`config.mk`:
```
export PLATFORM = sky130hd
export DESIGN_NAME = aes_key_sched_ctrl
export DESIGN_NICKNAME = d
export VERILOG_FILES = /design/src/rtl/aes_ctrl_pkg.sv /design/src/rtl/aes_key_sched_ctrl.sv
export SDC_FILE = /design/constraint.sdc
export NUM_CORES = 1
export LEC_CHECK = 0
export CAP_MARGIN = 20
export CORE_AREA = 2 2 207 209
export DETAILED_ROUTE_END_ITERATION = 10
export DIE_AREA = 0 0 209 211
export GPL_ROUTABILITY_DRIVEN = 0
export GPL_TIMING_DRIVEN = 1
export PLACE_DENSITY = 0.55
export SYNTH_ARGS = -nofsm -noshare
export SYNTH_HDL_FRONTEND = slang
export SYNTH_SLANG_ARGS = --single-unit
```
`constraint.sdc`:
```
create_clock -name pClk -period 2.25 [get_ports pClk]
set_input_delay 0.45 -clock pClk [delete_from_list [all_inputs] [get_ports pClk]]
set_output_delay 0.45 -clock pClk [all_outputs]
set_load 0.01 [all_outputs]
```
`src/rtl/aes_ctrl_pkg.sv`:
```
// rtl/aes_ctrl_pkg.sv - shared constants and state type for the AES-128 key schedule sequencer
//
// Purpose: round count, key width and round-index width used by
// aes_key_sched_ctrl, plus the sequencer state enumeration.
// Ports: none (package).

package aes_ctrl_pkg;

    localparam int AES_NUM_ROUNDS  = 10;
    localparam int AES_KEY_W       = 128;
    localparam int AES_ROUND_IDX_W = 4;

    typedef enum logic [1:0] {
        IDLE    = 2'd0,
        PRESENT = 2'd1,
        STEP    = 2'd2
    } key_sched_state_t;

endpackage

```
`src/rtl/aes_key_sched_ctrl.sv`:
```
// rtl/aes_key_sched_ctrl.sv - sequencer presenting AES-128 round keys 0..10 over valid/ready
//
// Purpose: latches a cipher key on startKey, steps an external round-key
// generator one round at a time and presents each round key to a single
// consumer, stalling the generator while the consumer is not ready.
//
// Ports:
//   pClk, sRst          clock, synchronous active-high reset
//   startKey, aesKeyIn  start request and the key sampled when it is accepted
//   abort               cancels an expansion in progress (no done pulse)
//   keyGen*             enable/loadKey/roundCount/aesKey to the generator,
//                       keyGenRoundKey back from it
//   roundKey*           valid/ready handshake, index and data to the consumer
//   busy, done          expansion in progress, one-cycle completion pulse
//
// Optional build macro AES_KEY_SCHED_LAST_KEY_EN adds lastRoundKey and
// lastRoundKeyValid, holding round key 10 (the decryption start key).

module aes_key_sched_ctrl
    import aes_ctrl_pkg::*;
#(
    parameter int KEY_W      = AES_KEY_W,
    parameter int NUM_ROUNDS = AES_NUM_ROUNDS
) (
    input  logic                       pClk,
    input  logic                       sRst,
    input  logic                       startKey,
    input  logic                       abort,
    input  logic [KEY_W-1:0]           aesKeyIn,
    output logic                       keyGenEnable,
    output logic                       keyGenLoadKey,
    output logic [AES_ROUND_IDX_W-1:0] keyGenRoundCount,
    output logic [KEY_W-1:0]           keyGenKey,
    input  logic [KEY_W-1:0]           keyGenRoundKey,
    output logic                       roundKeyValid,
    input  logic                       roundKeyReady,
    output logic [AES_ROUND_IDX_W-1:0] roundKeyIdx,
    output logic [KEY_W-1:0]           roundKeyOut,
    output logic                       busy,
    output logic                       done
`ifdef AES_KEY_SCHED_LAST_KEY_EN
    ,
    output logic [KEY_W-1:0]           lastRoundKey,
    output logic                       lastRoundKeyValid
`endif
);

    key_sched_state_t           state;
    key_sched_state_t           state_next;
    logic [AES_ROUND_IDX_W-1:0] idx;
    logic [KEY_W-1:0]           keyReg;

    logic accept_start;
    logic last_round;
    logic final_accept;

    localparam logic [AES_ROUND_IDX_W-1:0] LAST_IDX = AES_ROUND_IDX_W'(NUM_ROUNDS);

    // startKey is only honoured from IDLE; a simultaneous abort cancels it.
    assign accept_start = (state == IDLE) && startKey && !abort;
    assign last_round   = (idx == LAST_IDX);
    // Abort beats the final handshake, so no done and no last-key capture.
    assign final_accept = (state == PRESENT) && roundKeyReady && !abort && last_round;

    assign busy        = (state != IDLE);
    assign keyGenKey   = keyReg;
    assign roundKeyIdx = idx;
    // Round 0 is the cipher key itself; later rounds come from the generator
    // register, which only moves in STEP and so is stable while presenting.
    assign roundKeyOut = (idx == '0) ? keyReg : keyGenRoundKey;

    always_comb begin
        state_next       = state;
        keyGenEnable     = 1'b0;
        keyGenLoadKey    = 1'b0;
        keyGenRoundCount = '0;
        roundKeyValid    = 1'b0;
        case (state)
            IDLE: begin
                if (accept_start) begin
                    state_next = PRESENT;
                end
            end
            PRESENT: begin
                roundKeyValid = 1'b1;
                if (abort) begin
                    state_next = IDLE;
                end else if (roundKeyReady) begin
                    state_next = last_round ? IDLE : STEP;
                end
            end
            STEP: begin
                keyGenEnable     = 1'b1;
                keyGenLoadKey    = (idx == '0);
                keyGenRoundCount = idx;
                state_next       = abort ? IDLE : PRESENT;
            end
            default: begin
                state_next = IDLE;
            end
        endcase
    end

    always_ff @(posedge pClk) begin
        if (sRst) begin
            state  <= IDLE;
            idx    <= '0;
            keyReg <= '0;
            done   <= 1'b0;
        end else begin
            state <= state_next;
            done  <= final_accept;
            if (accept_start) begin
                keyReg <= aesKeyIn;
                idx    <= '0;
            end else if ((state == STEP) && !abort) begin
                // STEP is only entered below the last round, so idx tops out at NUM_ROUNDS.
                idx <= idx + 1'b1;
            end
        end
    end

`ifdef AES_KEY_SCHED_LAST_KEY_EN
    always_ff @(posedge pClk) begin
        if (sRst || accept_start) begin
            lastRoundKey      <= '0;
            lastRoundKeyValid <= 1'b0;
        end else if (final_accept) begin
            lastRoundKey      <= roundKeyOut;
            lastRoundKeyValid <= 1'b1;
        end
    end
`endif

endmodule

```
* Yosys cells after proc, flatten, opt, wreduce, memory -nomap -nowiden *
Index checks and enable logic that the tools add are counted.

operators by class
  bitwise operators = 0
  add/subtract/negate cells = 1
  div/mod/pow operators = 0
  reduce and logical (&&, ||, !) cells = 12
  equality and inequality tests = 5
  shift operators = 0
  multipliers = 0
  $lt $le $gt $ge = 0
  mux-type cells = 11

operators by type and width
  operator                                                               number
  128-bit 2-to-1 mux                                                     1
  2-bit 2-to-1 mux                                                       4
  1-bit logical AND                                                      6
  2-bit one-hot mux with 3 select lines                                  1
  4-bit by 1-bit adder with 4-bit output, second input constant          1
  4-bit equality test, second input constant                             1
  4-bit logical NOT                                                      1
  1-bit 2-to-1 mux                                                       4
  4-bit 2-to-1 mux                                                       1
  3-bit != test, second input constant                                   1
  2-bit by 1-bit equality test with 1-bit output, second input constant  1
  2-bit equality test, second input constant                             1
  2-bit logical NOT                                                      1
  2-bit != test, second input constant                                   1
  2-bit AND reduction                                                    1
  2-bit nonzero test                                                     1
  2-bit OR reduction                                                     1
  1-bit logical NOT                                                      1

storage, ports and cells
  register bits after elaboration = 135
  output and inout port bits = 269
  bits of input ports = 261
  memory bits (read-only) = 0
  memories kept = 0
  RAM bits = 0
  latch bits = 0

* Longest topological paths before layout *
  word-level depth = 5
  gate-level depth with buffers = 6
  gate-level depth less buffers = 4

* Worst setup path before layout *
No wires, ideal clock.

  kind = flip-flop to output port
  from = register idx[0] (netlist: roundKeyIdx[0])
  to = output roundKeyOut[118]
  required time = 1.800 ns
  cell stages (with the launch flop) = 7
  arrival time = 1.661 ns
  slack = 0.139 ns
  cells stage by stage = dfxtp_1 inv_1 ha_1 nor3b_1 buf_2 buf_2 mux2_2

on the way
  longest elaborated chain between the ends = 2

ends and longest elaborated chain
  what                    RTL line                   RTL
  start, declared         aes_key_sched_ctrl.sv:50   logic [AES_ROUND_IDX_W-1:0] idx;
  start signal, assigned  aes_key_sched_ctrl.sv:118  idx <= idx + 1'b1;
  4-bit logical NOT       aes_key_sched_ctrl.sv:70   assign roundKeyOut = (idx == '0) ? keyReg : keyGenRoundKey;
  128-bit 2-to-1 mux      aes_key_sched_ctrl.sv:70
  end, declared           aes_key_sched_ctrl.sv:38   output logic [KEY_W-1:0] roundKeyOut,

No other way between the ends.

* Worst setup path after layout *
  from = register idx[1] (netlist: roundKeyIdx[1])
  to = output roundKeyOut[60]

Same word-level chain as after synthesis.

==> flow_summary.toml <==
[sta]
period_minus_slack_ns = 2.58
finalCritPeriodShare = 1.15
slew-limit-headroom = 0.667
rsz0062_at_grt = "yes"
slew_violations = 0
setup_ws_ns = -0.335
timing.fmax_mhz = 387
hold_violations = 0
worst_slew_pin_slew_ns = 0.500
setup_viol = 128
clock_skew_ns = 0.00651

[synth]
syn_inst = 744
syn_area_um2 = 6360
synthDistinctLibCells = 28
synth-seq-area-share = 0.425
syn_avg_cell_area_um2 = 8.55
ys_ff_latch = 135
yosys_warnings = 0
syn_nets = 1008

[routing]
drc = 0
antenna_left = 0
detail_route.vias_per_cell = 4.00
drt_wl_total_um = 31400
wl_per_cell_um = 16.7
via_count = 7542
firstDrtPassIters = 4
drtIter0Drc = 263

[power]
leakage_nw = 6.09
power.share.switching = 0.258
p_sw_mw = 1.76
power-per-cell-area_nw_per_um2 = 476
ir_worst_vdd_mv = 0.319
power.clock.fraction = 0.387
seq_power_share = 0.383
combPwrFrac = 0.230
p_total_mw = 6.81
p_int_mw = 5.05

[critical_path]
crit_fanout = 8
crit_path_end_kind = "output port"
reg2reg_depth = 5
cp_data_required_time_ns = 1.80
cp-start-kind = "flip-flop"
worstSetupPathType = "flip-flop to output port"
r2r-end = "keyGenKey[89]$_SDFFE_PP0P_"
crit_arrival_ns = 2.13
regToRegSetupSlack_ns = 0.56
r2r-start = "state[1]$_SDFFE_PP0P_"

[final_layout]
area_growth_syn_to_layout_pct = 125
fin_nets = 1598
stdcell_count = 1885
antenna-diode-count = 0
fin_util = 0.343
drive_above_1_share = 0.297

[flow_run]
maxCapViolations = 0

[clock_tree]
cts_tree = "done"
postCtsHoldBufs = 0
clk_path_buf_depth = 2
root_buffer = "clkbuf_16"
htreeDepth = 4
clk_latency_ns = 0.43
path_clk_slew_ns = 0.06
clkSinkCount = 135
numCtsBuffers = 17

[global_route]
grt_max_degree = 70
grt-ovfl-total = 0
grt_usage = 0.135
grt_pass1_vias = 7768
antenna_found_initial = 1
grt_pass1_wl_um = 45200

[status]
outcome = "finished with violations"
violations = "setup timing"

[floorplan]
ios = 530
fp.dieH_um = 211
start_util = 0.152
rows = 75
die_w_um = 209
dieArea_um2 = 44100
core_region_area_um2 = 41800

[min_path]
holdCritPathClass = "flip-flop to flip-flop"
min_path_cells = 2
holdPathEnd = "keyGenKey[15]$_SDFFE_PP0P_"
hold_path_startpoint = "keyGenKey[15]$_SDFFE_PP0P_"

[placed_design]
dp.cells = 1796
dp_hpwl_um = 23500
port-buffer-count = 529
## critical path: stages (launching register included)
cell,delay (ns)
dfxtp_2,0.32
inv_2,0.06
ha_4,0.12
nor3b_4,0.21
buf_6,0.15
buf_12,0.15
buf_12,0.14
buf_6,0.09
mux2_4,0.32
buf_6,0.13
## worst max-delay path by stage
stage | start | to | slack (ns)
2_1_floorplan | roundKeyIdx[0]$_SDFFE_PP0P_ | roundKeyOut[118] | 0.14
3_3_place_gp | roundKeyIdx[0]$_SDFFE_PP0P_ | roundKeyOut[79] | -0.28
3_5_place_dp | roundKeyIdx[0]$_SDFFE_PP0P_ | roundKeyOut[90] | -0.24
4_1_cts | roundKeyIdx[0]$_SDFFE_PP0P_ | roundKeyOut[33] | -0.48
5_1_grt | roundKeyIdx[1]$_SDFFE_PP0P_ | roundKeyOut[47] | -0.44
6_report | roundKeyIdx[1]$_SDFFE_PP0P_ | roundKeyOut[60] | -0.33
## placed cells by master, fill, tap and decap left out, drive strengths merged, types with 2 or more instances in the layout
cell type,instances
clkdlybuf4s50,394
nor3,4
clkinvlp,3
nor2,3
nand2,256
nor2b,3
inv,4
xnor2,2
nor3b,2
ha,3
dfxtp,135
clkinv,6
dlymetal6s2s,4
and2,5
buf,216
mux2,128
a21oi,128
clkbuf,36
## cell usage after synthesis
| cell type | count | share of area |
|---|---|---|
| buf_2 | 25 | 0.020 |
| nand2_1 | 256 | 0.15 |
| ha_1 | 3 | 0.0059 |
| mux2i_1 | 1 | 0.0016 |
| nand3b_1 | 1 | 0.0012 |
| or4b_1 | 1 | 0.0016 |
| o31ai_1 | 1 | 0.0012 |
| mux2_2 | 128 | 0.23 |
| buf_6 | 10 | 0.018 |
| a211oi_1 | 1 | 0.0012 |
| nor4bb_1 | 1 | 0.0016 |
| a21oi_1 | 128 | 0.10 |
| xnor2_1 | 2 | 0.0028 |
| inv_1 | 3 | 0.0018 |
| nand3_1 | 1 | 0.00079 |
| nor3b_1 | 2 | 0.0024 |
| nand4_1 | 1 | 0.00098 |
| nor3_1 | 4 | 0.0031 |
| or2_2 | 1 | 0.00098 |
| buf_4 | 4 | 0.0047 |
| and2_1 | 5 | 0.0049 |
| a2bb2oi_1 | 1 | 0.0014 |
| clkbuf_1 | 21 | 0.012 |
| or4_1 | 1 | 0.0012 |
| nor2b_1 | 3 | 0.0029 |
| nor4b_4 | 1 | 0.0037 |
| dfxtp_1 | 135 | 0.42 |
| nor2_1 | 3 | 0.0018 |
## per-stage QoR
stage / area [µm²] / hold WS, ns / setup TNS (ns) / setup WS (ns)
global route: 14300 / 0.500 / -44.13 / -0.438
floorplan: 6360 / 0.489 / 0 / 0.139
detailed placement: 12400 / 0.460 / -23.13 / -0.243
finish: 14300 / 0.468 / -32.04 / -0.335
CTS: 13700 / 0.462 / -46.06 / -0.483
global placement: 12400 / 0.455 / -28.31 / -0.282
## logic make-up (layout without fill, tap and decap cells)
logic type / after synthesis / in the layout / synth area share
simple gates: 281 / 281 / 0.178
flops: 135 / 135 / 0.425
compound gates: 131 / 131 / 0.104
mux: 129 / 129 / 0.228
buf+inv: 63 / 665 / 0.0562
fa+ha+maj: 3 / 3 / 0.00590
xor+xnor: 2 / 2 / 0.00275
## power groups by stage
stage	registers (mW)	logic [mW]	clock network, mW
6_report	2.61	1.56	2.64
2_1_floorplan	2.67	0.424	0
3_3_place_gp	2.66	1.46	0
3_5_place_dp	2.66	1.47	0
4_1_cts	2.61	1.50	2.77
5_1_grt	2.62	1.66	2.85
## layer usage
metal	part of all wire	global-route usage
met1	0.39	0.144
met2	0.52	0.249
met3	0.071	0.0407
met4	0.017	0.0488
met5	0.00041	0
## state kept, by name, indices dropped and copies added (netlist names)
register / flops
keyGenKey: 128
roundKeyIdx: 4
state: 2
done: 1
## layout make-up
type	count	area, µm²
flip-flops and latches	135	2710
well taps	539	674
fillers	4285	27400
multi-input cells	546	3760
inverters	3	11.3
clock inverters	11	103
clock buffers	20	447
repair buffers	631	6620
## timing repair
action                     in CTS  in global routing
gates resized for setup       599                223
buffers inserted               36                 24
cloned                          3                  1
setup endpoints to repair     133                133
pin swaps                       0                  1
Power figures use the tool's default switching activity.
